File: config.mk
export PLATFORM = sky130hd
export DESIGN_NAME = rs_encoder
export DESIGN_NICKNAME = d
export VERILOG_FILES = /design/src/rtl/rs_pkg.sv /design/src/rtl/gf256_cmul.sv /design/src/rtl/rs_encoder.sv
export SDC_FILE = /design/constraint.sdc
export NUM_CORES = 1
export LEC_CHECK = 0
export CAP_MARGIN = 10
export CORE_ASPECT_RATIO = 1.1
export CORE_MARGIN = 5
export CORE_UTILIZATION = 35
export CTS_CLUSTER_SIZE = 12
export DETAILED_ROUTE_END_ITERATION = 12
export SETUP_SLACK_MARGIN = 0.5
export SKIP_CTS_REPAIR_TIMING = 1
export SLEW_MARGIN = 20
export SYNTH_ARGS = -nofsm -noshare
export SYNTH_HDL_FRONTEND = slang
export SYNTH_SLANG_ARGS = --single-unit
File: constraint.sdc
create_clock -name Clk -period 4.6 [get_ports Clk]
set_input_delay 0.92 -clock Clk [delete_from_list [all_inputs] [get_ports Clk]]
set_output_delay 0.92 -clock Clk [all_outputs]
set_load 0.05 [all_outputs]
File: src/rtl/rs_pkg.sv
// Shared GF(256) definitions for the RS(204,188) encoder and decoder.
package rs_pkg;

   localparam logic [7:0]  GF_POLY = 8'h1D;
   localparam int unsigned K_DEF   = 188;
   localparam int unsigned N_DEF   = 204;
   localparam int unsigned NPAR    = 16;

   // Generator coefficients; element [i] is the x^i coefficient (x^16 term is implicit 1).
   localparam logic [15:0][7:0] G = {
      8'd59,  8'd13,  8'd104, 8'd189, 8'd68,  8'd209, 8'd30, 8'd8,
      8'd163, 8'd65,  8'd41,  8'd229, 8'd98,  8'd50,  8'd36, 8'd59
   };

   typedef enum logic {
      DATA   = 1'b0,
      PARITY = 1'b1
   } state_t;

   // GF(256) multiply, shift-and-add with reduction by the field polynomial.
   function automatic logic [7:0] gf_mul(input logic [7:0] a, input logic [7:0] b);
      logic [7:0] acc;
      logic [7:0] sh;
      acc = 8'h00;
      sh  = a;
      for (int i = 0; i < 8; i++) begin
         if (b[i]) acc = acc ^ sh;
         sh = {sh[6:0], 1'b0} ^ (sh[7] ? GF_POLY : 8'h00);
      end
      return acc;
   endfunction

endpackage

File: src/rtl/gf256_cmul.sv
// GF(256) multiply by a constant; folds to an XOR network at elaboration.
module gf256_cmul
   import rs_pkg::*;
#(
   parameter logic [7:0] COEF = 8'h01
) (
   input  logic [7:0] a,
   output logic [7:0] p
);

   assign p = gf_mul(a, COEF);

endmodule

File: src/rtl/rs_encoder.sv
// RS(204,188) systematic encoder: data passes through, 16 LFSR parity bytes follow.
// Optional RS_ENC_PKT_COUNT_EN adds a 16-bit completed-codeword counter port Pkt_Count.
module rs_encoder #(
   parameter int unsigned K    = rs_pkg::K_DEF,
   parameter int unsigned NPAR = rs_pkg::NPAR
) (
   input  logic        Clk,
   input  logic        Reset,
   input  logic        In_Valid,
   input  logic        In_Sop,
   input  logic [7:0]  In_Data,
   output logic        In_Ready,
   output logic        Out_Valid,
   output logic        Out_Sop,
   output logic        Out_Eop,
   output logic [7:0]  Out_Data,
   input  logic        Out_Ready,
   output logic        Sop_Err
`ifdef RS_ENC_PKT_COUNT_EN
   ,
   output logic [15:0] Pkt_Count
`endif
);

   import rs_pkg::*;

   localparam int unsigned CW = (K > 1)    ? $clog2(K)    : 1;
   localparam int unsigned PW = (NPAR > 1) ? $clog2(NPAR) : 1;

   state_t          state;
   logic [CW-1:0]   cnt;
   logic [PW-1:0]   pcnt;
   logic [7:0]      par  [NPAR];
   logic [7:0]      prod [NPAR];

   logic            out_adv;
   logic            accept;
   logic            sop_mid;
   logic [7:0]      fb;

   assign out_adv  = !Out_Valid || Out_Ready;
   assign In_Ready = (state == DATA) && out_adv;
   assign accept   = In_Valid && In_Ready;
   // A mid-packet SOP restarts the division, so the old remainder is dropped from feedback.
   assign sop_mid  = In_Sop && (cnt != '0);
   assign fb       = In_Data ^ (sop_mid ? 8'h00 : par[NPAR-1]);

   for (genvar gi = 0; gi < NPAR; gi++) begin : g_mul
      gf256_cmul #(.COEF(G[gi])) u_cmul (
         .a (fb),
         .p (prod[gi])
      );
   end

   always_ff @(posedge Clk) begin
      if (Reset) begin
         state     <= DATA;
         cnt       <= '0;
         pcnt      <= '0;
         for (int i = 0; i < NPAR; i++) par[i] <= 8'h00;
         Out_Valid <= 1'b0;
         Out_Sop   <= 1'b0;
         Out_Eop   <= 1'b0;
         Out_Data  <= 8'h00;
         Sop_Err   <= 1'b0;
      end else begin
         Sop_Err <= 1'b0;
         if (state == DATA) begin
            if (accept) begin
               par[0] <= prod[0];
               for (int i = 1; i < NPAR; i++)
                  par[i] <= (sop_mid ? 8'h00 : par[i-1]) ^ prod[i];
               Out_Data  <= In_Data;
               Out_Valid <= 1'b1;
               Out_Sop   <= (cnt == '0) || sop_mid;
               Out_Eop   <= 1'b0;
               Sop_Err   <= sop_mid;
               if (sop_mid) begin
                  cnt <= CW'(1);
               end else if (cnt == CW'(K - 1)) begin
                  cnt   <= '0;
                  state <= PARITY;
               end else begin
                  cnt <= cnt + CW'(1);
               end
            end else if (out_adv) begin
               Out_Valid <= 1'b0;
            end
         end else if (out_adv) begin
            // Shift the remainder out MSB-first; the register empties itself to zero.
            Out_Data <= par[NPAR-1];
            for (int i = 1; i < NPAR; i++) par[i] <= par[i-1];
            par[0]    <= 8'h00;
            Out_Valid <= 1'b1;
            Out_Sop   <= 1'b0;
            Out_Eop   <= (pcnt == PW'(NPAR - 1));
            if (pcnt == PW'(NPAR - 1)) begin
               pcnt  <= '0;
               state <= DATA;
            end else begin
               pcnt <= pcnt + PW'(1);
            end
         end
      end
   end

`ifdef RS_ENC_PKT_COUNT_EN
   always_ff @(posedge Clk) begin
      if (Reset)
         Pkt_Count <= 16'h0000;
      else if (Out_Valid && Out_Eop && Out_Ready)
         Pkt_Count <= Pkt_Count + 16'd1;
   end
`endif

endmodule

==> flow_summary_export.csv <==
group,metric,value,unit
job,cap_violations,0,
worst_setup_path,cp_cell_sequence,"clkdlybuf4s50_1 -> nor2b_1 -> a21oi_2 -> xor2_2 -> buf_4 -> xnor2_2 -> xnor2_2 -> xnor2_2 -> xnor2_1 -> a21oi_1 -> o21ai_0",
sta,post-route-min-period,3820,ps
worst_hold_path,min_path_type,"reg -> reg",
synth,yosys_warnings,0,
worst_setup_path,r2r-start,"cnt[0]",
worst_setup_path,crit_start,"In_Sop",
clock_tree,clkTransAtPathRegs,70,ps
clock_tree,cts_tree,"done",
routing,routedWlPerCell,19.9,um
floorplanning,start_util,0.354,
synth,synth_top_cell_by_area,"edfxtp_1",
worst_setup_path,critPathMaxFanout,9,
worst_setup_path,crit_top_cell,"xnor2_2",
synth,netlist_area,0.00987,sq mm
synth,seq_area_frac_synth,0.408,
clock_tree,cts_root_buf,"clkbuf_16",
floorplanning,io_pins,26,
worst_setup_path,slowest_stage,"clkdlybuf4s50_1",
routing,drt_iter0_markers,777,
routing,drc,0,
run_status,status,"finished clean",
synth,synth_cell_types,60,
sta,fmax,262,MHz
synth,yosysTopAreaCellShare,0.292,
clock_tree,cts_buffer_depth,2,
worst_setup_path,cp-end-kind,"flop",
final_layout,layout_commonest_cell,"nand2_1",
floorplanning,die_w,170,um
final_layout,nNetsFinal,1108,
floorplanning,die-area,0.0317,sq mm
clock_tree,cts_made_buffers,17,
routing,drt-vias-per-instance,5.50,
global_routing,grt_pass1_vias,7515,
floorplanning,die-height,186,um
worst_setup_path,crit_required,4770,ps
global_routing,antenna_found_initial,0,
worst_hold_path,min_from,"Out_Sop",
floorplanning,core,0.0279,sq mm
final_layout,drive_above_1_share,0.113,
sta,grt_setup_unrepaired,"no",
final_layout,diodes,0,
routing,dr.pass1.iters,5,
clock_tree,cts_sinks,153,
global_routing,grt_max_degree,89,
sta,clock_skew,14.4,ps
placement,hpwl,19900,um
floorplanning,fp-row-count,64,
final_layout,area_growth,14.5,%
routing,wl,29200,um
worst_setup_path,critical_path_class,"in -> reg",
sta,slew_viol_final,0,
synth,syn_nets,1089,
worst_setup_path,crit_path_max_incr_delay,640,ps
worst_setup_path,arrival,3990,ps
synth,synthFlopType,"edfxtp_1",
worst_setup_path,critPathLaunchType,"primary input",
sta,finalCritPeriodShare,0.831,
synth,async_reset_ff_frac,0,
routing,vias,8076,
synth,postSynthCellCount,1073,
global_routing,grt-ovfl-total,0,
sta,relSlewSlack,0.368,
synth,synth-seq-cells,153,
global_routing,grt_pass1_wl,45100,um
synth,syn-mean-instance-area,9.20,sq um
sta,setup_viol,0,
final_layout,final_cell_mix,"125 x nand2_1, 112 x xnor2_1, 112 x o21ai_0, 102 x a21oi_1",
global_routing,grt_usage,0.185,
synth,synth_area_leaders,"edfxtp_1 29%, dfxtp_1 12%, xnor2_1 10%",
placement,gp_congestion,0.863,
clock_tree,clock_latency,430,ps
routing,ant_nets,0,
synth,synth_edf_count,96,
sta,fin_setup_tns,0,ps
sta,tightest_slew,946,ps
clock_tree,h-tree-depth,4,
sta,hold_viol,0,
placement,io_buffers,25,
-- critical path: cells and delay by family --
family / cells / cell delay [ps]
and+or+nand+nor: 1 / 100
buffers and inverters: 2 / 860
AOI/OAI and AO/OA: 3 / 440
xor gates and xnor gates: 5 / 1660
-- stage by stage --
stage | instance area (sq um) | utilization | instances | hold slack, ps | setup WS (ps)
5_1_grt | 11300 | 0.406 | 1468 | 459 | 563
2_1_floorplan | 9870 | - | 1073 | 440 | 663
3_3_place_gp | 10700 | 0.385 | 1436 | 424 | 442
4_1_cts | 11300 | 0.406 | 1468 | 437 | 844
6_report | 11300 | 0.406 | 1468 | 436 | 779
3_5_place_dp | 10700 | 0.385 | 1436 | 429 | 402
-- kinds of logic (layout without fill, tap and decap cells) --
family	Yosys count	after routing	share of synthesized area
DFF	153	153	0.408
xor gates and xnor gates	198	198	0.214
muxes	9	9	0.00912
adders and majority gates	3	3	0.00380
AOI/OAI and AO/OA	305	305	0.183
buffers and inverters	80	112	0.0351
and+or+nand+nor	325	325	0.147
-- synthesized netlist by cell type (3+ instances only) --
master / instances
buf_2: 6
and3_1: 6
xnor2_1: 113
a21oi_1: 102
a31oi_1: 4
xnor2_4: 5
nand2_1: 125
nand3_1: 14
xor2_1: 55
and2_1: 6
clkbuf_1: 53
edfxtp_1: 96
nor4b_1: 6
nand3b_1: 3
buf_1: 6
nand2b_1: 4
a211oi_1: 12
buf_4: 6
nor3_1: 39
xnor3_1: 5
nor4_1: 4
xnor2_2: 8
a21o_1: 4
dfxtp_1: 57
a22o_1: 23
a311oi_1: 3
xor2_2: 5
o211ai_1: 6
o21ai_0: 112
mux2i_1: 9
nor2b_1: 9
nand4_1: 3
xor2_4: 4
inv_1: 6
nor2_1: 98
a22oi_1: 21
ha_1: 3
a21oi_2: 4
-- cell type report --
type | instances | area, sq um
Inverter | 6 | 22.5
Timing Repair Buffer | 74 | 676
Clock buffer | 19 | 453
Clock inverter | 13 | 130
Tap cell | 363 | 454
Fill cell | 2750 | 16600
Sequential cell | 153 | 4020
Multi-Input combinational cell | 840 | 5550
-- routing by layer --
layer,vias up,GRT usage,wire [um]
met5,-,0,0
met4,0,0.0681,891
met3,46,0.0266,1660
met2,268,0.303,13800
met1,3931,0.250,12900
li1,3831,-,-
-- registers in the layout, indices dropped and copies added, names as in the netlist --
signal,flops
state,1
Out_Eop,1
Out_Valid,1
pcnt,4
par,128
Sop_Err,1
Out_Data,8
cnt,8
Out_Sop,1
-- path summary, 6_finish.rpt --
kind                 to  slack [ps]  cells after the start
max          par[0][33]         780                     11
min             Out_Sop         440                      2
max reg2reg  par[0][33]         820                     12
min reg2reg     Out_Sop         440                      2
Power is not shown: default switching activity piles up to over one toggle a cycle in this logic, so the estimate is an artifact.
